`config.mk`:
```
export PLATFORM = sky130hd
export DESIGN_NAME = matrix_mult_engine
export DESIGN_NICKNAME = d
export VERILOG_FILES = /design/src/rtl/matrix_mult_engine.sv
export SDC_FILE = /design/constraint.sdc
export NUM_CORES = 2
export LEC_CHECK = 0
export CORE_AREA = 3 3 601 603
export DETAILED_ROUTE_END_ITERATION = 10
export DIE_AREA = 0 0 604 606
export GPL_ROUTABILITY_DRIVEN = 0
export HOLD_SLACK_MARGIN = 0.02
export SYNTH_ARGS = -nofsm -noshare
export SYNTH_HDL_FRONTEND = slang
export SYNTH_SLANG_ARGS = --single-unit
```
`constraint.sdc`:
```
create_clock -name clk -period 22.2 [get_ports clk]
set_input_delay 2.22 -clock clk [delete_from_list [all_inputs] [get_ports clk]]
set_output_delay 2.22 -clock clk [all_outputs]
set_load 0.01 [all_outputs]
```
`src/rtl/matrix_mult_engine.sv`:
```
// Runtime-dimensioned matrix multiply/accumulate engine, C = A*B or C += A*B.
// LANES rows of C advance together; one k step per MAC cycle.
module matrix_mult_engine #(
    parameter int DATA_W  = 32,
    parameter int ACC_W   = 32,
    parameter int MAX_DIM = 4,
    parameter int LANES   = 2,
    parameter int DIM_W   = $clog2(MAX_DIM + 1)
) (
    input  logic                              clk,
    input  logic                              reset,
    input  logic                              start,
    input  logic                              mode_signed,
    input  logic                              mode_accum,
    input  logic [DIM_W-1:0]                  dim_m,
    input  logic [DIM_W-1:0]                  dim_k,
    input  logic [DIM_W-1:0]                  dim_n,
    input  logic [DATA_W*MAX_DIM*MAX_DIM-1:0] a_flat,
    input  logic [DATA_W*MAX_DIM*MAX_DIM-1:0] b_flat,
    output logic [ACC_W*MAX_DIM*MAX_DIM-1:0]  c_flat,
    output logic                              busy,
    output logic                              done,
    output logic                              err
);

    localparam int NE = MAX_DIM * MAX_DIM;
    localparam int IW = $clog2(2 * MAX_DIM + 1);
    localparam int PW = (ACC_W > 2 * DATA_W) ? ACC_W : 2 * DATA_W;

    typedef enum logic [1:0] {
        IDLE,
        LOAD,
        MAC,
        FIN
    } state_t;

    state_t state, state_n;

    logic [DIM_W-1:0] m_q, k_q, n_q;
    logic             sgn_q, acc_q;
    logic [IW-1:0]    i_q, j_q, kk_q;
    logic             err_q;
    logic [ACC_W-1:0] c_mem [NE];

    logic             dim_bad;
    logic             last_k, last_j, last_i;
    logic             lane_en [LANES];
    int               lane_ci [LANES];
    logic [ACC_W-1:0] prod    [LANES];

    assign dim_bad = (m_q == '0) || (k_q == '0) || (n_q == '0) ||
                     (m_q > DIM_W'(MAX_DIM)) || (k_q > DIM_W'(MAX_DIM)) ||
                     (n_q > DIM_W'(MAX_DIM));

    assign last_k = (kk_q + IW'(1)) == IW'(k_q);
    assign last_j = (j_q + IW'(1)) == IW'(n_q);
    assign last_i = (i_q + IW'(LANES)) >= IW'(m_q);

    always_comb begin
        state_n = state;
        unique case (state)
            IDLE: if (start) state_n = LOAD;
            LOAD: state_n = dim_bad ? FIN : MAC;
            MAC:  if (last_i && last_j && last_k) state_n = FIN;
            FIN:  state_n = IDLE;
            default: state_n = IDLE;
        endcase
    end

    // Per-lane operand fetch and product; masked lanes produce no write.
    always_comb begin
        for (int g = 0; g < LANES; g++) begin
            int               row;
            int               ai;
            int               bi;
            logic [DATA_W-1:0] a_el;
            logic [DATA_W-1:0] b_el;
            logic [PW-1:0]    ax;
            logic [PW-1:0]    bx;
            logic [PW-1:0]    full;
            row  = int'(i_q) + g;
            ai   = 0;
            bi   = 0;
            a_el = '0;
            b_el = '0;
            lane_en[g] = 1'b0;
            lane_ci[g] = 0;
            if (row < MAX_DIM && int'(kk_q) < MAX_DIM && int'(j_q) < MAX_DIM) begin
                ai   = row * MAX_DIM + int'(kk_q);
                bi   = int'(kk_q) * MAX_DIM + int'(j_q);
                a_el = a_flat[ai*DATA_W +: DATA_W];
                b_el = b_flat[bi*DATA_W +: DATA_W];
                lane_ci[g] = row * MAX_DIM + int'(j_q);
                lane_en[g] = (state == MAC) && (row < int'(m_q));
            end
            ax = {{(PW-DATA_W){sgn_q & a_el[DATA_W-1]}}, a_el};
            bx = {{(PW-DATA_W){sgn_q & b_el[DATA_W-1]}}, b_el};
            full = ax * bx;
            prod[g] = full[ACC_W-1:0];
        end
    end

    always_ff @(posedge clk) begin
        if (reset) begin
            state <= IDLE;
        end else begin
            state <= state_n;
        end
    end

    always_ff @(posedge clk) begin
        if (reset) begin
            m_q   <= '0;
            k_q   <= '0;
            n_q   <= '0;
            sgn_q <= 1'b0;
            acc_q <= 1'b0;
            i_q   <= '0;
            j_q   <= '0;
            kk_q  <= '0;
            err_q <= 1'b0;
            for (int e = 0; e < NE; e++) c_mem[e] <= '0;
        end else begin
            unique case (state)
                IDLE: begin
                    if (start) begin
                        m_q   <= dim_m;
                        k_q   <= dim_k;
                        n_q   <= dim_n;
                        sgn_q <= mode_signed;
                        acc_q <= mode_accum;
                        err_q <= 1'b0;
                    end
                end
                LOAD: begin
                    if (dim_bad) begin
                        err_q <= 1'b1;
                    end else begin
                        if (!acc_q) begin
                            for (int e = 0; e < NE; e++) c_mem[e] <= '0;
                        end
                        i_q  <= '0;
                        j_q  <= '0;
                        kk_q <= '0;
                    end
                end
                MAC: begin
                    for (int g = 0; g < LANES; g++) begin
                        if (lane_en[g]) begin
                            c_mem[lane_ci[g]] <= c_mem[lane_ci[g]] + prod[g];
                        end
                    end
                    // k innermost, then column, then the next row group.
                    if (last_k) begin
                        kk_q <= '0;
                        if (last_j) begin
                            j_q <= '0;
                            i_q <= i_q + IW'(LANES);
                        end else begin
                            j_q <= j_q + IW'(1);
                        end
                    end else begin
                        kk_q <= kk_q + IW'(1);
                    end
                end
                FIN: begin
                end
                default: begin
                end
            endcase
        end
    end

    for (genvar e = 0; e < NE; e++) begin : g_out
        assign c_flat[e*ACC_W +: ACC_W] = c_mem[e];
    end

    assign busy = (state != IDLE);
    assign done = (state == FIN);
    assign err  = err_q;

endmodule

```
Yosys cells after proc, flatten, opt, wreduce, memory -nomap -nowiden. Memory sizes are Yosys's and may differ from the RTL's. Cells that the tools add are included.

Bits in read-only memories: 0. RAM bits: 512. Register bits after elaboration: 26. Bits in latches: 0. Word-level logic and storage cells: 157. Memories kept: 1.

Equality and inequality tests: 11. Magnitude comparators: 10. Multiplexer cells: 61. Divide/modulo/power cells: 0. Multiply operators: 2. Bitwise operators: 20. Add/subtract/negate cells: 11. Reduce and logical (&&, ||, !) cells: 28. Shifts and indexed selects: 3.

Memory list: c_mem (words 16, bits a word 32, rd ports 18, clocked after memory_dff 0, wr ports 16, line 43) `logic [ACC_W-1:0] c_mem [NE];`.

Operator list (count): variable part select 512 x 13 -> 32 bit (2); two-way mux 32 bit (22); variable part select 512 x 14 -> 32 bit (1); multiplier 33 x 33 -> 32 bit (2); adder 32 bit (2); OR reduction 32 bit (2); two-way mux 4 bit (10); one-hot mux 4 bit (2 select lines) (3); two-way mux 1 bit (22); bitwise OR 1 bit (16); adder 6 x 4 -> 7 bit (2); less-than comparator 4 x 3 -> 1 bit (second input constant) (3); != test 2 bit (second input constant) (6); greater-than comparator 3 bit (second input constant) (3); logical NOT 3 bit (3); adder 4 x 1 -> 4 bit (second input constant) (2); adder 4 bit (2); adder 7 x 4 -> 8 bit (1); equality test 4 x 3 -> 1 bit (2); logical AND 1 bit (8); one-hot mux 2 bit (4 select lines) (1); AND reduction 2 bit (3); AND reduction 3 bit (2); nonzero test 2 bit (3); 14 further kinds (23).

Longest topological paths before layout.
Word-level depth: 12. Gate-level depth with buffers: 42. Gate-level depth less buffers: 35.

Worst setup path before layout. Ideal clock, no wire load.

Path kind: reg2reg. From: register kk_q[1]. To: memory c_mem[0][29] (data pin). Stages on the path, launching flop included: 40. Data required time: 21.928 ns. Slack: 11.048 ns. Data arrival time: 10.880 ns. Library setup time: 0.272 ns. Path buffers: 9. Path through: dfxtp_1 -> buf_4 -> buf_4 -> buf_4 -> clkbuf_1 -> clkbuf_1 -> inv_1 -> fa_1 -> buf_1 -> buf_1 -> mux4_2 -> mux4_2 -> nand2_1 -> clkbuf_1 -> clkbuf_1 -> nor2_1 -> fa_1 -> fa_1 -> [... 4 more ...] -> inv_1 -> ha_1 -> fa_1 -> inv_1 -> fa_1 -> inv_1 -> ha_1 -> a211o_1 -> a211oi_1 -> a22oi_1 -> and3_1 -> a21oi_1 -> nor3_1 -> a221o_1 -> a21o_1 -> a21oi_1 -> xor2_1 -> nor2_1.

RTL lines: start: declaration (line 41) `logic [IW-1:0] i_q, j_q, kk_q;`; start signal: assignment (line 163) `kk_q <= kk_q + IW'(1);`; end: declaration (line 43).

==> metrics.txt <==
CTS Root Cell clkbuf_16; highest clock rate 76.2 MHz; Initial DRC Count 6583; DR DRC count 0; ys async rst share 0%; CP top delay family adder cells; via count 60000; DRT Pass-1 Iters 6; Post-synth top cells nor2_1 (1125), inv_1 (1098), fa_1 (879); sequential fraction of the synthesis area 24.1%; capture point of the worst reg-to-reg path c_mem[11][29]$_DFFE_PP_; largest fanout on the critical path 38; Yosys top cell area share a little over a quarter; R2R Path Start j_q[0]$_SDFFE_PP0P_; Worst EP required 22.53 ns; Core ar. 0.356 mm²; post-route ant nets 0; Chip Width 604 µm; cell with the most instances after synthesis nor2_1; Worst-path clk slew 0.08 ns; Hold Vio Cnt, Final 0; largest net degree at the start of global routing slightly above 90; Worst Hold Path EP acc_q$_SDFFE_PP0P_; max-slew violations 0; worst hold path class flop to flop; fin crit period about 13 ns; DIE AREA 0.366 mm²; Initial Utilization 18.5%; R2R Setup Slk 9.07 ns; Clock Tree Buf Depth 3; Core Rows 219; register area 0.0159 mm²; WL final 435000 µm; PostCTS Resize Cnt 0; Detailed Place HPWL 368000 µm; Mapped Cells 6676; Crit Path Class flop to flop; Syn Area/Cell 9.88 µm²; Routed WL per cell 33.5 µm; Post-Syn Nets 8912; Cells on Worst Hold Path 2; clk_skew 0.0383 ns; max cap viols 0; outcome finished, final reports clean; IO Count approximately 1600; Startpoint Class flop; vias in the first global route 59200; Nets 10300; mux cell area share after synthesis 11.7%; Die Y ~610 µm; Synth cell types 83; worst path buffer plus inverter count 11; clock latency on the worst-skew pair 0.63 ns; Slew @ Worst Pin 1.38 ns; largest family of logic cells by synthesized area adder cells; total CTS buffers 43; R2R cell count 35; CP max-delay cell a22oi_1; first-pass GRT wire length about 560000 µm; multi-input logic area roughly 0.045 mm²; Synth Area in Compound Gates about 4.8%; Cell Area, Synth 0.0659 mm²; antenna violations before repair between 150 and 200; H-tree Lvls 2; prevailing post-synth register cell edfxtp_1; endpoints failing setup 0; Tcrit/Tclk final 59.1%; vias per cell ~4.6; TritonCTS clock tree yes; Yosys Warn Count 0; Final TNS setup 0 ns; overall routing resource usage 22.9%; port bufs between 1500 and 2000; CP max stage delay 0.88 ns; Worst Hold Launch acc_q$_SDFFE_PP0P_; post-synthesis xor/xnor area fraction 2.73%; layout cells sized above 1 8.60%; clock sinks 536; Seq cells post-synth 536; Synth area leaders fa_1 (27%), edfxtp_1 (23%), mux4_2 (9.3%), nor2_1 (6.4%), inv_1 (6.3%); GRT overflow 0; crit path DAT 13.46 ns; Slew HR 5.43%; Simple-Gate Fraction of Synth Area 15.2%; CTS Hold Bufs 0; adder-cell area share of the yosys netlist 32.7%; postcts setup bufs 0; EDFF count, synth about 500; area growth from synthesis to layout 35.4%; Synth area leader fa_1; fillers 38200; crit end category flop; RSZ-0062 raised after global routing no
-- cell usage in the layout, fill, tap and decap left out, types with 14 or more instances in the layout --
cell type,n
inv_1,1098
o22ai_1,39
dfxtp_1,20
a21oi_1,141
fa_1,876
xnor2_1,119
clkbuf_16,43
nand2b_1,82
mux4_2,273
xor2_1,45
or2_2,30
and2_1,123
nor3_1,67
ha_1,318
nor2_1,1118
mux2_2,41
buf_4,186
edfxtp_1,512
o21ai_0,94
a21o_1,51
diode_2,138
mux2i_1,108
nor2b_1,22
nand3_1,177
o221ai_1,36
clkdlybuf4s50_1,1551
a31oi_1,24
nand2_1,635
and3_1,26
o21bai_1,14
-- state kept, by name, summed over array words and instances, names as in the netlist --
signal,flops
kk_q,4
i_q,3
m_q,3
acc_q,1
k_q,3
j_q,4
c_mem,512
n_q,3
state,2
err,1
-- tightest hold or removal path: cells and delay by family (launching register included) --
kind             cells  cell delay (ns)
AO/OA/AOI/OAI        1             0.05
flip-flops           1             0.32
AND/OR/NAND/NOR      1             0.05
-- through the flow --
step           setup WS [ns]  cells  utilization [%]  hold slack, ns  area [µm²]
2_1_floorplan          11.05   6676                -           0.436       65900
3_3_place_gp            9.20  12800             24.6           0.448       87500
3_5_place_dp            9.18  12800             24.6           0.454       87500
4_1_cts                 9.10  12800             25.0           0.465       88900
5_1_grt                 8.52  13000             25.1           0.494       89200
6_report                9.07  13000             25.1           0.468       89300
-- kinds of logic (layout without fill, tap and decap cells) --
group,count (synthesis),after routing
AO/OA/AOI/OAI,485,485
XOR/XNOR,183,183
adder cells (fa/ha/maj),1198,1198
buffers and inverters,1499,2918
flip-flops,536,536
multiplexers,423,423
other,1,139
AND/OR/NAND/NOR,2351,2351
-- cell type report --
type | instances | area share (%)
repair buffers | 1738 | 19.0
clock buffers | 48 | 1.25
clock inverters | 31 | 0.418
inverters | 1101 | 4.63
diodes | 138 | 0.387
multi-input cells | 4641 | 49.9
flip-flops and latches | 536 | 17.8
well taps | 4751 | 6.66
-- worst max path at each step --
stage	from	end	slack, ns	depth (start not counted)
after global placement	j_q[0]$_SDFFE_PP0P_	c_mem[11][29]$_DFFE_PP_	9.20	35
after CTS	j_q[0]$_SDFFE_PP0P_	c_mem[11][29]$_DFFE_PP_	9.10	35
final	j_q[0]$_SDFFE_PP0P_	c_mem[11][29]$_DFFE_PP_	9.07	35
after floorplan	kk_q[1]$_SDFFE_PP0P_	c_mem[0][29]$_DFFE_PP_	11.05	39
after global routing	j_q[0]$_SDFFE_PP0P_	c_mem[11][29]$_DFFE_PP_	8.52	35
after detailed placement	j_q[0]$_SDFFE_PP0P_	c_mem[11][29]$_DFFE_PP_	9.18	35
-- metal layers --
layer / vias up / track usage (%) / wire length [µm]
met5: - / 0 / 527
met4: 84 / 18.0 / 40500
met3: 1022 / 8.27 / 48700
met1: 30500 / 24.6 / 147000
met2: 4011 / 36.4 / 198000
li1: 24400 / - / -
Power is left out: the tool's default activity adds up to more than one toggle a clock period on the data nets, which glitch-free logic cannot reach.
